## config.mk

```make
export PLATFORM = sky130hd
export DESIGN_NAME = mips_multicycle_ctrl_flat
export DESIGN_NICKNAME = d
export VERILOG_FILES = /design/src/rtl/mips_multicycle_ctrl_if.sv /design/src/rtl/mips_multicycle_ctrl.sv /design/src/flat_wrapper.sv
export SDC_FILE = /design/constraint.sdc
export NUM_CORES = 1
export LEC_CHECK = 0
export CAP_MARGIN = 20
export CORE_MARGIN = 2
export CORE_UTILIZATION = 54
export CTS_BUF_LIST = sky130_fd_sc_hd__clkbuf_8
export DETAILED_ROUTE_END_ITERATION = 8
export HOLD_SLACK_MARGIN = 0.08
export PLACE_DENSITY_LB_ADDON = 0.2
export SLEW_MARGIN = 20
export SYNTH_ARGS = -nofsm -noshare
export SYNTH_HDL_FRONTEND = slang
export SYNTH_SLANG_ARGS = --single-unit
```

## constraint.sdc

```tcl
create_clock -name clk -period 2.5 [get_ports clk]
set_input_delay 0.375 -clock clk [delete_from_list [all_inputs] [get_ports clk]]
set_output_delay 0.375 -clock clk [all_outputs]
set_load 0.01 [all_outputs]
```

## src/rtl/mips_multicycle_ctrl_if.sv

```systemverilog
// Control/status bundle between the multicycle sequencer and the MIPS datapath.
// master = sequencer side, slave = datapath side.
interface mips_multicycle_ctrl_if;
    logic [5:0] opcode;
    logic       zero;
    logic       mem_ready;
    logic       pc_write;
    logic       ir_write;
    logic       read_mem;
    logic       write_mem;
    logic       write_reg;
    logic       iord;
    logic       alu_src_a;
    logic [1:0] alu_src_b;
    logic [3:0] alu_op;
    logic [1:0] reg_dst;
    logic [1:0] mem_to_reg;
    logic [1:0] pc_src;
    logic       instr_done;
    logic       trap;
    logic       trap_cause;
    logic [3:0] state;

    modport master (
        input  opcode, zero, mem_ready,
        output pc_write, ir_write, read_mem, write_mem, write_reg, iord,
               alu_src_a, alu_src_b, alu_op, reg_dst, mem_to_reg, pc_src,
               instr_done, trap, trap_cause, state
    );

    modport slave (
        output opcode, zero, mem_ready,
        input  pc_write, ir_write, read_mem, write_mem, write_reg, iord,
               alu_src_a, alu_src_b, alu_op, reg_dst, mem_to_reg, pc_src,
               instr_done, trap, trap_cause, state
    );
endinterface

```

## src/rtl/mips_multicycle_ctrl.sv

```systemverilog
// Multicycle MIPS sequencer: FETCH/DECODE/EXEC/MEM/WB walk with memory-stall timeout.
// state | meaning: 0 FETCH, 1 DECODE, 2 MEM_ADDR, 3 MEM_READ, 4 MEM_WB, 5 MEM_WRITE, 6 EXEC_R,
//   7 R_WB, 8 EXEC_I, 9 I_WB, 10 BRANCH, 11 JUMP, 12 JAL, 13 TRAP (held until reset)
module mips_multicycle_ctrl #(
    parameter int unsigned MAX_WAIT = 16,
    parameter int unsigned WAIT_W   = 8
) (
    input  logic                   clk,
    input  logic                   nrst,
    mips_multicycle_ctrl_if.master bus
);
    typedef enum logic [3:0] {
        S_FETCH     = 4'd0,
        S_DECODE    = 4'd1,
        S_MEM_ADDR  = 4'd2,
        S_MEM_READ  = 4'd3,
        S_MEM_WB    = 4'd4,
        S_MEM_WRITE = 4'd5,
        S_EXEC_R    = 4'd6,
        S_R_WB      = 4'd7,
        S_EXEC_I    = 4'd8,
        S_I_WB      = 4'd9,
        S_BRANCH    = 4'd10,
        S_JUMP      = 4'd11,
        S_JAL       = 4'd12,
        S_TRAP      = 4'd13
    } state_t;

    localparam logic [5:0] OP_R     = 6'h00;
    localparam logic [5:0] OP_J     = 6'h02;
    localparam logic [5:0] OP_JAL   = 6'h03;
    localparam logic [5:0] OP_BEQ   = 6'h04;
    localparam logic [5:0] OP_BNE   = 6'h05;
    localparam logic [5:0] OP_ADDI  = 6'h08;
    localparam logic [5:0] OP_ADDIU = 6'h09;
    localparam logic [5:0] OP_ANDI  = 6'h0C;
    localparam logic [5:0] OP_LW    = 6'h23;
    localparam logic [5:0] OP_SW    = 6'h2B;

    localparam int unsigned           WAIT_LAST_I = (MAX_WAIT == 0) ? 0 : MAX_WAIT - 1;
    localparam logic [WAIT_W-1:0]     WAIT_LAST   = WAIT_W'(WAIT_LAST_I);
    localparam logic                  TMO_EN      = (MAX_WAIT != 0);

    state_t              state_q, state_d;
    logic [5:0]          op_q, op_d;
    logic [WAIT_W-1:0]   wait_q, wait_d;
    logic                cause_q, cause_d;

    logic       pc_write, ir_write, read_mem, write_mem, write_reg, instr_done;
    logic       iord, alu_src_a;
    logic [1:0] alu_src_b, reg_dst, mem_to_reg, pc_src;
    logic [3:0] alu_op;
    logic       mem_state, timeout;

    always_ff @(posedge clk) begin
        if (!nrst) begin
            state_q <= S_FETCH;
            op_q    <= '0;
            wait_q  <= '0;
            cause_q <= 1'b0;
        end else begin
            state_q <= state_d;
            op_q    <= op_d;
            wait_q  <= wait_d;
            cause_q <= cause_d;
        end
    end

    always_comb begin
        state_d    = state_q;
        op_d       = op_q;
        cause_d    = cause_q;
        pc_write   = 1'b0;
        ir_write   = 1'b0;
        read_mem   = 1'b0;
        write_mem  = 1'b0;
        write_reg  = 1'b0;
        instr_done = 1'b0;
        iord       = 1'b0;
        alu_src_a  = 1'b0;
        alu_src_b  = 2'b00;
        alu_op     = 4'b0000;
        reg_dst    = 2'b00;
        mem_to_reg = 2'b00;
        pc_src     = 2'b00;

        mem_state = (state_q == S_FETCH) || (state_q == S_MEM_READ) || (state_q == S_MEM_WRITE);
        timeout   = TMO_EN && mem_state && !bus.mem_ready && (wait_q == WAIT_LAST);

        unique case (state_q)
            S_FETCH: begin
                read_mem  = 1'b1;
                alu_src_b = 2'b01;
                ir_write  = bus.mem_ready;
                pc_write  = bus.mem_ready;
                if (bus.mem_ready) state_d = S_DECODE;
            end
            S_DECODE: begin
                alu_src_b = 2'b11;
                op_d      = bus.opcode;
                unique case (bus.opcode)
                    OP_R:                       state_d = S_EXEC_R;
                    OP_ADDI, OP_ADDIU, OP_ANDI: state_d = S_EXEC_I;
                    OP_LW, OP_SW:               state_d = S_MEM_ADDR;
                    OP_BEQ, OP_BNE:             state_d = S_BRANCH;
                    OP_J:                       state_d = S_JUMP;
                    OP_JAL:                     state_d = S_JAL;
                    default: begin
                        state_d = S_TRAP;
                        cause_d = 1'b0;
                    end
                endcase
            end
            S_MEM_ADDR: begin
                alu_src_a = 1'b1;
                alu_src_b = 2'b10;
                state_d   = (op_q == OP_SW) ? S_MEM_WRITE : S_MEM_READ;
            end
            S_MEM_READ: begin
                read_mem = 1'b1;
                iord     = 1'b1;
                if (bus.mem_ready) state_d = S_MEM_WB;
            end
            S_MEM_WB: begin
                write_reg  = 1'b1;
                instr_done = 1'b1;
                state_d    = S_FETCH;
            end
            S_MEM_WRITE: begin
                write_mem  = 1'b1;
                iord       = 1'b1;
                instr_done = bus.mem_ready;
                if (bus.mem_ready) state_d = S_FETCH;
            end
            S_EXEC_R: begin
                alu_src_a = 1'b1;
                alu_op    = 4'b0010;
                state_d   = S_R_WB;
            end
            S_R_WB: begin
                write_reg  = 1'b1;
                reg_dst    = 2'b01;
                mem_to_reg = 2'b01;
                instr_done = 1'b1;
                state_d    = S_FETCH;
            end
            S_EXEC_I: begin
                alu_src_a = 1'b1;
                alu_src_b = 2'b10;
                alu_op    = (op_q == OP_ANDI) ? 4'b0011 : 4'b0000;
                state_d   = S_I_WB;
            end
            S_I_WB: begin
                write_reg  = 1'b1;
                mem_to_reg = 2'b01;
                instr_done = 1'b1;
                state_d    = S_FETCH;
            end
            S_BRANCH: begin
                alu_src_a  = 1'b1;
                alu_op     = 4'b0001;
                pc_src     = 2'b01;
                pc_write   = (op_q == OP_BEQ) ? bus.zero : ~bus.zero;
                instr_done = 1'b1;
                state_d    = S_FETCH;
            end
            S_JUMP: begin
                pc_write   = 1'b1;
                pc_src     = 2'b10;
                instr_done = 1'b1;
                state_d    = S_FETCH;
            end
            S_JAL: begin
                // mem_to_reg=PC links the already-incremented PC into $31
                write_reg  = 1'b1;
                reg_dst    = 2'b10;
                mem_to_reg = 2'b10;
                pc_write   = 1'b1;
                pc_src     = 2'b10;
                instr_done = 1'b1;
                state_d    = S_FETCH;
            end
            S_TRAP: state_d = S_TRAP;
            default: begin
                state_d = S_TRAP;
                cause_d = 1'b0;
            end
        endcase

        // mem_ready is low here, so every mem_ready-qualified strobe is already 0
        if (timeout) begin
            state_d = S_TRAP;
            cause_d = 1'b1;
        end

        if (state_d != state_q)
            wait_d = '0;
        else if (mem_state && !bus.mem_ready && (wait_q != '1))
            wait_d = wait_q + 1'b1;
        else
            wait_d = wait_q;
    end

    assign bus.pc_write   = nrst & pc_write;
    assign bus.ir_write   = nrst & ir_write;
    assign bus.read_mem   = nrst & read_mem;
    assign bus.write_mem  = nrst & write_mem;
    assign bus.write_reg  = nrst & write_reg;
    assign bus.instr_done = nrst & instr_done;
    assign bus.iord       = iord;
    assign bus.alu_src_a  = alu_src_a;
    assign bus.alu_src_b  = alu_src_b;
    assign bus.alu_op     = alu_op;
    assign bus.reg_dst    = reg_dst;
    assign bus.mem_to_reg = mem_to_reg;
    assign bus.pc_src     = pc_src;
    assign bus.trap       = (state_q == S_TRAP);
    assign bus.trap_cause = cause_q;
    assign bus.state      = state_q;
endmodule
```

## src/flat_wrapper.sv

```systemverilog
// flat-port wrapper written by rule: the top's interface ports become plain ports
module mips_multicycle_ctrl_flat 
#(
    parameter int unsigned MAX_WAIT = 16,
    parameter int unsigned WAIT_W   = 8
)
  (clk, nrst, bus_opcode, bus_zero, bus_mem_ready, bus_pc_write, bus_ir_write, bus_read_mem, bus_write_mem, bus_write_reg, bus_iord, bus_alu_src_a, bus_alu_src_b, bus_alu_op, bus_reg_dst, bus_mem_to_reg, bus_pc_src, bus_instr_done, bus_trap, bus_trap_cause, bus_state);
  mips_multicycle_ctrl_if bus_i ();
  input  logic clk;
  input  logic nrst;
  input wire logic [$bits(bus_i.opcode)-1:0] bus_opcode;
  input wire logic [$bits(bus_i.zero)-1:0] bus_zero;
  input wire logic [$bits(bus_i.mem_ready)-1:0] bus_mem_ready;
  output wire logic [$bits(bus_i.pc_write)-1:0] bus_pc_write;
  output wire logic [$bits(bus_i.ir_write)-1:0] bus_ir_write;
  output wire logic [$bits(bus_i.read_mem)-1:0] bus_read_mem;
  output wire logic [$bits(bus_i.write_mem)-1:0] bus_write_mem;
  output wire logic [$bits(bus_i.write_reg)-1:0] bus_write_reg;
  output wire logic [$bits(bus_i.iord)-1:0] bus_iord;
  output wire logic [$bits(bus_i.alu_src_a)-1:0] bus_alu_src_a;
  output wire logic [$bits(bus_i.alu_src_b)-1:0] bus_alu_src_b;
  output wire logic [$bits(bus_i.alu_op)-1:0] bus_alu_op;
  output wire logic [$bits(bus_i.reg_dst)-1:0] bus_reg_dst;
  output wire logic [$bits(bus_i.mem_to_reg)-1:0] bus_mem_to_reg;
  output wire logic [$bits(bus_i.pc_src)-1:0] bus_pc_src;
  output wire logic [$bits(bus_i.instr_done)-1:0] bus_instr_done;
  output wire logic [$bits(bus_i.trap)-1:0] bus_trap;
  output wire logic [$bits(bus_i.trap_cause)-1:0] bus_trap_cause;
  output wire logic [$bits(bus_i.state)-1:0] bus_state;
  assign bus_i.opcode = bus_opcode;
  assign bus_i.zero = bus_zero;
  assign bus_i.mem_ready = bus_mem_ready;
  assign bus_pc_write = bus_i.pc_write;
  assign bus_ir_write = bus_i.ir_write;
  assign bus_read_mem = bus_i.read_mem;
  assign bus_write_mem = bus_i.write_mem;
  assign bus_write_reg = bus_i.write_reg;
  assign bus_iord = bus_i.iord;
  assign bus_alu_src_a = bus_i.alu_src_a;
  assign bus_alu_src_b = bus_i.alu_src_b;
  assign bus_alu_op = bus_i.alu_op;
  assign bus_reg_dst = bus_i.reg_dst;
  assign bus_mem_to_reg = bus_i.mem_to_reg;
  assign bus_pc_src = bus_i.pc_src;
  assign bus_instr_done = bus_i.instr_done;
  assign bus_trap = bus_i.trap;
  assign bus_trap_cause = bus_i.trap_cause;
  assign bus_state = bus_i.state;
  mips_multicycle_ctrl #(.MAX_WAIT(MAX_WAIT), .WAIT_W(WAIT_W)) u_core (.clk(clk), .nrst(nrst), .bus(bus_i));
endmodule
```

### Word level (Yosys, flattened, before mapping)

Index checks and enable logic that the tools add are counted.

| word-level totals | value |
|---|---|
| bits of input ports | 10 |
| word-level logic and storage cells | 91 |
| output and inout port bits | 26 |
| register bits | 19 |

| operators by class | value |
|---|---|
| add/sub/neg operators | 1 |
| bitwise logic cells | 8 |
| multiplexer cells | 25 |
| eq/ne operators | 30 |
| reduce and logical (&&, ||, !) cells | 23 |

Operators by type and width:

| cell | number |
|---|---|
| 4-bit one-hot mux with 8 select lines | 1 |
| 4-bit == test, second input constant | 6 |
| 6-bit by 4-bit == test with 1-bit output, second input constant | 4 |
| 4-bit one-hot mux with 6 select lines | 1 |
| 6-bit by 3-bit == test with 1-bit output, second input constant | 3 |
| 6-bit == test, second input constant | 3 |
| 4-bit by 3-bit == test with 1-bit output, second input constant | 4 |
| 4-bit 2-to-1 mux | 4 |
| 2-bit OR reduction | 8 |
| 13-bit OR reduction | 1 |
| 6-bit by 2-bit == test with 1-bit output, second input constant | 2 |
| 2-bit one-hot mux with 2 select lines | 3 |
| 4-bit one-hot mux with 3 select lines | 1 |
| 10-bit OR reduction | 1 |
| 1-bit 2-to-1 mux | 9 |
| 8-bit by 1-bit adder with 8-bit output, second input constant | 1 |
| 4-bit by 2-bit == test with 1-bit output, second input constant | 2 |
| 8-bit by 4-bit == test with 1-bit output, second input constant | 1 |
| 8-bit != test, second input constant | 1 |
| 4-bit OR reduction | 2 |
| 1-bit AND | 6 |
| 6-bit logical NOT | 1 |
| 2-bit one-hot mux with 3 select lines | 1 |
| 6-bit OR reduction | 1 |
| 15 further kinds | 20 |

### Logic depth before layout (Yosys ltp)

Gate-level depths: netlist of run 1.

| depth | value |
|---|---|
| word-level depth | 8 |
| depth in mapped cells | 8 |
| mapped depth without buffers | 7 |

### Least setup slack after synthesis of run 1

Ideal clock, no wire load.

| timing | value |
|---|---|
| path type | input to register |
| from | input bus_opcode[5] |
| to | register u_core.wait_q[6] |
| slack | 264 ps |
| cell stages on the path | 7 |
| arrival | 2082 ps |
| library setup time | 155 ps |
| buffers on the path | 1 |
| required time | 2345 ps |
| cells stage by stage | buf_6 > or4b_1 > and3_4 > a2111oi_2 > a2111oi_1 > o32ai_4 > a2111oi_2 |

| between the ends | value |
|---|---|
| cells in the longest elaborated chain, start to end | 7 |
| elaborated cells on any way between the ends | 18 |
| those cells by class | eq/ne (10); mux (3); reduce/logical (5) |

RTL lines:

| element | line | source |
|---|---|---|
| from (decl) | flat_wrapper.sv:11 | `input wire logic [$bits(bus_i.opcode)-1:0] bus_opcode;` |
| 6-bit by 4-bit == test with 1-bit output, or another cell as far along | mips_multicycle_ctrl.sv:101 | `unique case (bus.opcode)` |
| 3-bit OR reduction or 2-bit OR reduction (tied branches) | -- |  |
| 4-bit one-hot mux with 6 select lines (*) | mips_multicycle_ctrl.sv:101 |  |
| 4-bit one-hot mux with 8 select lines (*) | mips_multicycle_ctrl.sv:90 | `unique case (state_q)` |
| 4-bit 2-to-1 mux (*) | mips_multicycle_ctrl.sv:191 | `if (timeout) begin` |
| 4-bit != test (*) | mips_multicycle_ctrl.sv:196 | `if (state_d != state_q)` |
| 2-bit OR reduction (no source line) (*) | -- |  |
| to (signal assigned) | mips_multicycle_ctrl.sv:64 | `wait_q <= wait_d;` |
| to (decl) | mips_multicycle_ctrl.sv:46 | `logic [WAIT_W-1:0] wait_q, wait_d;` |

Every way passes the cells marked *; elsewhere a longest branch is shown, timed or not.
A chain may end at the register's enable or synchronous reset.

### Final worst setup path of run 1

| timing | value |
|---|---|
| from | input bus_opcode[5] |
| to | register u_core.wait_q[1] |

The elaborated chain is that of the path after synthesis.

==> results.yml, run 1 <==
setup_path:
  critPathSlowestCell: "or4b_1"
  path_cells: "clkdlybuf4s50_1 -> or4b_1 -> and3_4 -> a2111oi_4 -> a2111oi_4 -> o32ai_4 -> buf_4 -> nor3_1"
  crit_path_start_kind: "input port"
  reg2reg_to: "u_core.wait_q[6]"
  crit_type: "input port to flop"
  reg2reg_slack_ns: 0.25
  cpLargestDelayFamily: "simple AND/OR/NAND/NOR gates"
  critPathBufInv: 2
  critPathMostFrequentCell: "a2111oi_4"
  reg2reg_depth: 8
  crit_arrival_ns: 2.52
  crit_fanout: 5
  cp.required_ns: 2.64
  endpoint_kind: "flop"
  r2r-start: "u_core.wait_q[4]"
  slowest_delay_ns: 0.53
routing:
  vias_per_cell: 5.721
  antenna_left: 0
  first_pass_iters: 4
  drc: 0
  wl_per_cell_um: 14.35
  routed-via-count: 1945
  wl_um: 4879
  drt_iter0_drc: 91
yosys:
  ys_types: 59
  synth_top_area_cell: "dfxtp_1"
  synth_ff_type: "dfxtp_1"
  synth_common_cells: "nand2_1 (34), nor2_1 (26), dfxtp_1 (19)"
  yosys_warnings: 0
  synth_edf_count: 0
  avgSynthCellArea_um2: 7.386
  yosysSeqAreaShare: 0.2085
  synthTopCellsByArea: "dfxtp_1 (21%), nand2_1 (7.0%), nor2_1 (5.3%)"
  synth_seq_cells: 19
  synth_most_common_cell: "nand2_1"
  netlist_area_mm2: 0.001824
  synth_top_cell_area_share: 0.2085
  syn_inst: 247
  synthArstFlopShare: 0
placed_design:
  place_congestion: 0.8958
  io_buffers: 33
  dp_slack_ns: -0.2452
  post_dp_cell_area_mm2: 0.002321
  dpl.hpwl_um: 3580
floorplanning:
  dieArea_mm2: 0.003859
  rows: 21
  initial_utilization: 0.5554
  ios: 36
  dieHeight_um: 62.12
  core_area_mm2: 0.003284
  fp.dieW_um: 62.12
grt:
  overflow: 0
  grt_first_pass_wirelength_um: 7817
  track_usage: 0.2451
  grt_start_max_net_pins: 26
  antenna_found_initial: 0
  grt_pass1_vias: 1712
power_and_ir_drop:
  seqPwrFrac: 0.281
  powerDensity_mw_per_mm2: 582.8
  ir_drop_v: 0.0004002
  pwr-share-comb: 0.574
  leakagePower_nw: 0.9172
  p_sw_uw: 580.5
  power_frac_clock: 0.146
  p_int_uw: 842.0
  swShare: 0.4081
  power_mw: 1.423
worst_hold_path:
  whs_path_depth: 2
  min_to: "u_core.op_q[2]"
  holdCritPathClass: "flop to flop"
  min-delay-start: "u_core.op_q[2]"
clocking:
  root_buffer: "clkbuf_8"
  cts_hold_buf: 0
  cts_buffers: 3
  htreeDepth: 1
  tritoncts: "built"
  path_clk_slew_ns: 0.07
  cts.sinks: 19
  clk_path_buf_depth: 2
  clock_latency_ns: 0.25
timing:
  setup_slack_ns: 0.1223
  min_period_ns: 2.378
  rsz0062_at_grt: "false"
  setup-violations-final: 0
  finClkSkew_ns: 0.003273
  maxSlewViolCount: 0
  finalHoldViolations: 0
  fin_crit_sh: 0.9511
  tightest_slew_ns: 0.6567
  slew_headroom: 0.5589
  max_freq_ghz: 0.4206
cells_and_area:
  syn_to_final_growth_pct: 33.81
  nNetsFinal: 306
  n_antenna_cell: 0
  fin_area_mm2: 0.002441
  drive_gt1_frac: 0.1973
outcome:
  status: "complete, no violations"
job:
  cap_violations: 0
==> layout make-up <==
| type | instances | area, um2 |
|---|---|---|
| Multi-Input combinational cell | 204 | 1335 |
| Inverter | 1 | 3.754 |
| Clock buffer | 3 | 41.29 |
| Sequential cell | 19 | 382.9 |
| Tap cell | 46 | 57.56 |
| Fill cell | 260 | 843.3 |
| Clock inverter | 1 | 3.754 |
| Timing Repair Buffer | 66 | 616.8 |
==> worst max-delay path by stage <==
stage / start / cells past startpoint / endpoint / slack, ns
floorplan: bus_opcode[5] / 7 / u_core.wait_q[6] / 0.26
detailed placement: bus_opcode[5] / 8 / u_core.wait_q[3] / -0.25
global route: u_core.op_q[4] / 7 / bus_pc_write / 0.005
global placement: bus_opcode[3] / 9 / u_core.wait_q[5] / -0.23
CTS: bus_opcode[3] / 9 / u_core.wait_q[2] / 0.02
finish: bus_opcode[5] / 8 / u_core.wait_q[1] / 0.12
==> repair_timing <==
item,in CTS,in global routing
pin swaps,0,6
buffers inserted,0,1
endpoints found under the setup margin,1,10
gates resized for setup,2,14
hold endpoints to repair,0,0
gates cloned,0,0
==> sequential cells by signal, summed over array words and instances (netlist names) <==
signal	flops
u_core.wait_q	8
u_core.op_q	6
u_core.bus.state	4
u_core.bus.trap_cause	1
==> stage by stage <==
step | setup TNS, ns | cells | util | hold slack, ns
2_1_floorplan | 0 | 248 | - | 0.4511
3_3_place_gp | -1.670 | 335 | 0.7067 | 0.4641
3_5_place_dp | -1.924 | 335 | 0.7067 | 0.4716
4_1_cts | 0 | 339 | 0.7219 | 0.4927
5_1_grt | 0 | 340 | 0.7432 | 0.5277
6_report | 0 | 340 | 0.7432 | 0.4977
==> worst register-to-register path, delay by kind of cell, from the launching register on <==
family          cells  cell delay (ns)
flops               1             0.37
compound gates      3             0.58
buf+inv             2             0.35
simple gates        3             0.85
==> layout by cell type, fill, tap and decap left out, types with 5 or more instances in the layout <==
cell,count
dfxtp_1,17
a21oi_1,11
nor2b_1,5
nand2_1,34
nor2_1,26
nand2b_1,8
and3_1,7
nor3_1,10
o21ai_0,15
clkdlybuf4s50_1,29
xnor2_1,6
buf_4,29
a21boi_0,11
nand3_1,7
==> cells by family (layout without fill, tap and decap cells) <==
group           Yosys count  count (layout)  synth area share
flops                    19              19            0.2085
simple gates            125             125            0.3697
mux                       4               4           0.02332
buf+inv                  25              71           0.08985
fa+ha+maj                 1               1          0.006858
compound gates           62              62            0.2517
other cells               1               2          0.002056
xor+xnor                 10              10           0.04801
==> power by group through the flow <==
stage / clock network, mW / logic [mW] / registers (mW)
floorplan: 0 / 0.499 / 0.375
global placement: 0 / 0.774 / 0.394
detailed placement: 0 / 0.783 / 0.397
CTS: 0.212 / 0.789 / 0.392
global route: 0.226 / 0.883 / 0.405
finish: 0.207 / 0.816 / 0.399
==> routing by layer <==
| metal | share of wire | vias to the layer above | GRT usage |
|---|---|---|---|
| li1 | - | 984 | - |
| met1 | 0.47 | 908 | 0.3154 |
| met2 | 0.48 | 51 | 0.4212 |
| met3 | 0.050 | 2 | 0.04529 |
| met4 | 0.0035 | 0 | 0.06667 |
| met5 | 0 | - | 0 |
Note: power is estimated with default switching activity, not from simulation.
==> run 2: changes to the inputs <==
--- a/config.mk
+++ b/config.mk
@@ -7,11 +7,11 @@
 export LEC_CHECK = 0
 export CAP_MARGIN = 20
 export CORE_MARGIN = 2
-export CORE_UTILIZATION = 54
-export CTS_BUF_LIST = sky130_fd_sc_hd__clkbuf_8
+export CORE_UTILIZATION = 52
+export CTS_CLUSTER_DIAMETER = 40
 export DETAILED_ROUTE_END_ITERATION = 8
 export HOLD_SLACK_MARGIN = 0.08
-export PLACE_DENSITY_LB_ADDON = 0.2
+export PLACE_DENSITY = 0.79
 export SLEW_MARGIN = 20
 export SYNTH_ARGS = -nofsm -noshare
 export SYNTH_HDL_FRONTEND = slang
==> results.yml, run 2 (same netlist as run 1, synthesis figures left out) <==
timing:
  setup-violations-final: 0
  tightest_slew_ns: 0.6403
  slew_headroom: 0.5698
  finClkSkew_ns: 0.006809
  max_freq_ghz: 0.4188
  finalHoldViolations: 0
  min_period_ns: 2.388
  fin_crit_sh: 0.9550
  maxSlewViolCount: 0
  whs_ns: 0.5169
cells_and_area:
  multi_input_area_mm2: 0.001335
  n_fill_cell: 314
  seqCellArea_um2: 384.1
  regMostFlops: "u_core.wait_q"
  nNetsFinal: 304
  syn_to_final_growth_pct: 30.59
  fin_util: 0.7083
  largest_reg_flops: 8
  most-common-layout-cells: "nand2_1 (34), clkdlybuf4s50_1 (32), buf_4 (30), nor2_1 (26), dfxtp_1 (16)"
  final_common_cell: "nand2_1"
  drive_gt1_frac: 0.1952
  n_antenna_cell: 0
setup_path:
  endpoint_kind: "output pin"
  crit_fanout: 10
  critPathBufInv: 1
  cpLargestDelayFamily: "buffers and inverters"
  crit_path_start_kind: "flop"
  crit_type: "flop to output pin"
  cp.required_ns: 2.12
  crit_arrival_ns: 2.01
  critPathSlowestCell: "clkdlybuf4s50_1"
  slowest_delay_ns: 0.55
  path_cells: "or2_2 -> o21ai_0 -> a21oi_1 -> nor2b_1 -> clkdlybuf4s50_1"
routing:
  first_pass_iters: 4
  vias_per_cell: 5.754
  wl_per_cell_um: 14.22
  antenna_left: 0
  drc: 0
  routed-via-count: 1945
  drt_iter0_drc: 114
  wl_um: 4808
clocking:
  clock_latency_ns: 0.30
  htreeDepth: 1
  cts_hold_buf: 0
  cts.sinks: 19
  tritoncts: "built"
  cts_buffers: 3
  root_buffer: "clkbuf_4"
  clk_path_buf_depth: 2
  path_clk_slew_ns: 0.11
grt:
  grt_start_max_net_pins: 20
  antenna_found_initial: 0
  grt_first_pass_wirelength_um: 7886
  track_usage: 0.2416
  overflow: 0
  grt_pass1_vias: 1741
floorplanning:
  rows: 21
  dieArea_mm2: 0.003998
  initial_utilization: 0.5424
  dieHeight_um: 63.23
  fp.dieW_um: 63.23
  ios: 36
  core_area_mm2: 0.003363
job:
  cap_violations: 0
placed_design:
  place_congestion: 0.9055
  dpl.hpwl_um: 3628
  io_buffers: 33
outcome:
  status: "complete, no violations"
power_and_ir_drop:
  powerDensity_mw_per_mm2: 559.6
  leakagePower_nw: 0.8658
  power_mw: 1.333
  ir_drop_v: 0.0005235
worst_hold_path:
  holdCritPathClass: "flop to flop"
-- run 2: cell types whose count changed in the layout (fill, tap and decap cells not counted), sizes merged --
cell,change
inv,-1
buf,-2
clkdlybuf4s50,+3
clkinv,+1
dlymetal6s2s,-3
-- run 2: per-layer routing --
metal  global-route usage  wire length (um)  part of all wire  up-vias
li1                     -                 -                 -      980
met1               0.3289              2274              0.47      909
met2               0.3963              2241              0.47       50
met3              0.03036               229             0.048        6
met4              0.07880                63             0.013        0
met5                    0                 0                 0        -
-- run 2: final cells by class --
cell class / instances / area share
clock buffers: 3 / 0.009454
multi-input cells: 204 / 0.5604
inverters: 1 / 0.001576
clock inverters: 1 / 0.002101
repair buffers: 64 / 0.2411
flip-flops and latches: 19 / 0.1612
well taps: 46 / 0.02416
-- run 2: power by group --
| part | switching (mW) | internal (mW) |
|---|---|---|
| clock | 0.0938 | 0.0597 |
| combinational | 0.407 | 0.364 |
| sequential | 0.0731 | 0.335 |
-- run 2: worst paths after layout --
path / from / endpoint / depth (start not counted) / slack, ns
worst min-delay path: u_core.op_q[1] / u_core.op_q[1] / 2 / 0.52
worst max register to register: u_core.wait_q[4] / u_core.wait_q[6] / 7 / 0.27
worst max-delay path: u_core.bus.state[1] / bus_write_reg / 5 / 0.11
worst min register to register: u_core.op_q[1] / u_core.op_q[1] / 2 / 0.52
-- run 2: repair_timing --
action / in CTS / in global routing
pin swaps: 1 / 2
resized for setup: 3 / 8
setup buffers: 0 / 0
endpoints found under the setup margin: 3 / 17
-- run 2: tightest hold or removal path, delay by kind of cell, from the launching register on --
family	cells	cell delay, ns
AND/OR/NAND/NOR	1	0.06
AO/OA/AOI/OAI	1	0.07
flip-flops	1	0.35
-- run 2: stage by stage --
| stage | TNS (ns) | setup slack [ns] | cells | area (um2) |
|---|---|---|---|---|
| 2_1_floorplan | 0 | 0.2638 | 248 | 1828 |
| 3_3_place_gp | -1.758 | -0.2349 | 334 | 2301 |
| 3_5_place_dp | -1.860 | -0.2457 | 334 | 2301 |
| 4_1_cts | 0 | 0.02099 | 338 | 2335 |
| 5_1_grt | -0.008289 | -0.008289 | 338 | 2382 |
| 6_report | 0 | 0.1124 | 338 | 2382 |
==> run 3: changes to the inputs <==
--- a/config.mk
+++ b/config.mk
@@ -7,11 +7,13 @@
 export LEC_CHECK = 0
 export CAP_MARGIN = 20
 export CORE_MARGIN = 2
-export CORE_UTILIZATION = 52
+export CORE_UTILIZATION = 54
+export CTS_BUF_LIST = sky130_fd_sc_hd__clkbuf_8
 export CTS_CLUSTER_DIAMETER = 40
 export DETAILED_ROUTE_END_ITERATION = 8
 export HOLD_SLACK_MARGIN = 0.08
-export PLACE_DENSITY = 0.79
+export PLACE_DENSITY = 0.82
+export RECOVER_POWER = 50
 export SLEW_MARGIN = 20
 export SYNTH_ARGS = -nofsm -noshare
 export SYNTH_HDL_FRONTEND = slang
==> results.yml, run 3 (same netlist as run 1, synthesis figures left out) <==
power_and_ir_drop:
  leakagePower_nw: 0.8824
  power_mw: 1.399
  ir_drop_v: 0.0003595
  powerDensity_mw_per_mm2: 586.5
floorplanning:
  initial_utilization: 0.5554
  ios: 36
  core_area_mm2: 0.003284
  dieArea_mm2: 0.003859
  fp.dieW_um: 62.12
  dieHeight_um: 62.12
  rows: 21
routing:
  dr.max_layer_used: "met4"
  drt-met1-wl_um: 2203
  drt_iter0_drc: 208
  antenna_left: 0
  met2WireLength_um: 2320
  first_pass_iters: 4
  wl_um: 4920
  drc: 0
  wl_per_cell_um: 14.60
  wl_met3_um: 326
  vias_per_cell: 5.861
  routed-via-count: 1975
placed_design:
  io_buffers: 33
  dp_slack_ns: -0.2843
  post_dp_cell_area_mm2: 0.002286
  place_inst: 332
  place_congestion: 0.8670
  dpl.hpwl_um: 3681
cells_and_area:
  drive_gt1_frac: 0.1890
  n_antenna_cell: 0
  n_fill_cell: 255
  layoutNonFillerInstCount: 337
  regMostFlops: "u_core.wait_q"
  most-common-layout-cells: "nand2_1 (34), buf_4 (27), nor2_1 (25), clkdlybuf4s50_1 (25), dfxtp_1 (16)"
  syn_to_final_growth_pct: 30.73
  nNetsFinal: 303
  largest_reg_flops: 8
  fin_area_mm2: 0.002385
  final_common_cell: "nand2_1"
  fin_util: 0.7261
setup_path:
  reg2reg_depth: 8
  crit_path_start_kind: "input port"
  reg2reg_to: "u_core.wait_q[6]"
  crit_end: "u_core.wait_q[6]"
  crit_type: "input port to flop"
  crit_arrival_ns: 2.54
  cp.required_ns: 2.64
  endpoint_kind: "flop"
  reg2reg_slack_ns: 0.14
  r2r-start: "u_core.wait_q[4]"
  startpoint: "bus_opcode[5]"
  crit_fanout: 8
outcome:
  status: "complete, no violations"
timing:
  rsz0062_at_grt: "false"
  whs_ns: 0.4930
  maxSlewViolCount: 0
  tightest_slew_ns: 0.7058
  finClkSkew_ns: 0.002867
  finalSetupTns_ns: 0
  setup-violations-final: 0
  min_period_ns: 2.402
  finalHoldViolations: 0
  setup_slack_ns: 0.09829
  max_freq_ghz: 0.4164
  slew_headroom: 0.5258
  fin_crit_sh: 0.9607
worst_hold_path:
  holdCritPathClass: "flop to flop"
grt:
  overflow: 0
  grt_start_max_net_pins: 18
  grt_pass1_vias: 1800
  track_usage: 0.2563
  grt_first_pass_wirelength_um: 8190
  antenna_found_initial: 0
clocking:
  cts_buffers: 3
  clk_path_buf_depth: 2
  root_buffer: "clkbuf_8"
  clock_latency_ns: 0.26
  htreeDepth: 1
  tritoncts: "built"
  path_clk_slew_ns: 0.07
  cts.sinks: 19
job:
  cap_violations: 0
[run 3: cell types whose count changed in the layout (fill, tap and decap cells not counted), moves of 2 or more]
cell / change
clkdlybuf4s50_1: -7
clkbuf_8: +3
dlygate4sd3_1: +7
clkbuf_4: -3
nor4_2: +2
buf_4: -3
[run 3: worst min-delay path by stage]
stage | start | end | slack [ns] | cells past startpoint
2_1_floorplan | u_core.op_q[1] | u_core.op_q[1] | 0.45 | 2
3_3_place_gp | u_core.op_q[0] | u_core.op_q[0] | 0.47 | 2
3_5_place_dp | u_core.op_q[4] | u_core.op_q[4] | 0.47 | 2
4_1_cts | u_core.op_q[4] | u_core.op_q[4] | 0.49 | 2
5_1_grt | u_core.op_q[4] | u_core.op_q[4] | 0.52 | 2
6_report | u_core.op_q[4] | u_core.op_q[4] | 0.49 | 2
[run 3: repair_timing]
item	in CTS	in global routing
hold buffers	0	0
pin swaps	0	5
endpoints found under the setup margin	2	12
setup buffers	0	1
gates resized for setup	3	8
[run 3: layer usage]
metal  vias to the layer above  GRT usage
met5                         -          0
met4                         0    0.08611
met3                         8    0.03261
met2                        85     0.4293
met1                       914     0.3420
li1                        968          -
[run 3: final cells by class]
cell class | count | area (um2) | area share
multi-input cells | 204 | 1319 | 0.5530
repair buffers | 63 | 575.6 | 0.2413
flip-flops and latches | 19 | 384.1 | 0.1611
well taps | 46 | 57.56 | 0.02413
clock buffers | 3 | 41.29 | 0.01731
clock inverters | 1 | 3.754 | 0.001574
inverters | 1 | 3.754 | 0.001574
[run 3: power breakdown]
group | switching, mW | internal (mW) | total (mW)
registers | 0.0550 | 0.335 | 0.390
clock network | 0.102 | 0.109 | 0.211
logic | 0.420 | 0.378 | 0.798
total | 0.576 | 0.822 | 1.40
[run 3: worst max-delay path: stages]
cell	delay [ns]
clkdlybuf4s50_1	0.44
or4b_1	0.52
and3_4	0.19
a2111oi_2	0.42
a2111oi_2	0.12
o32ai_4	0.26
buf_12	0.16
a2111oi_2	0.04
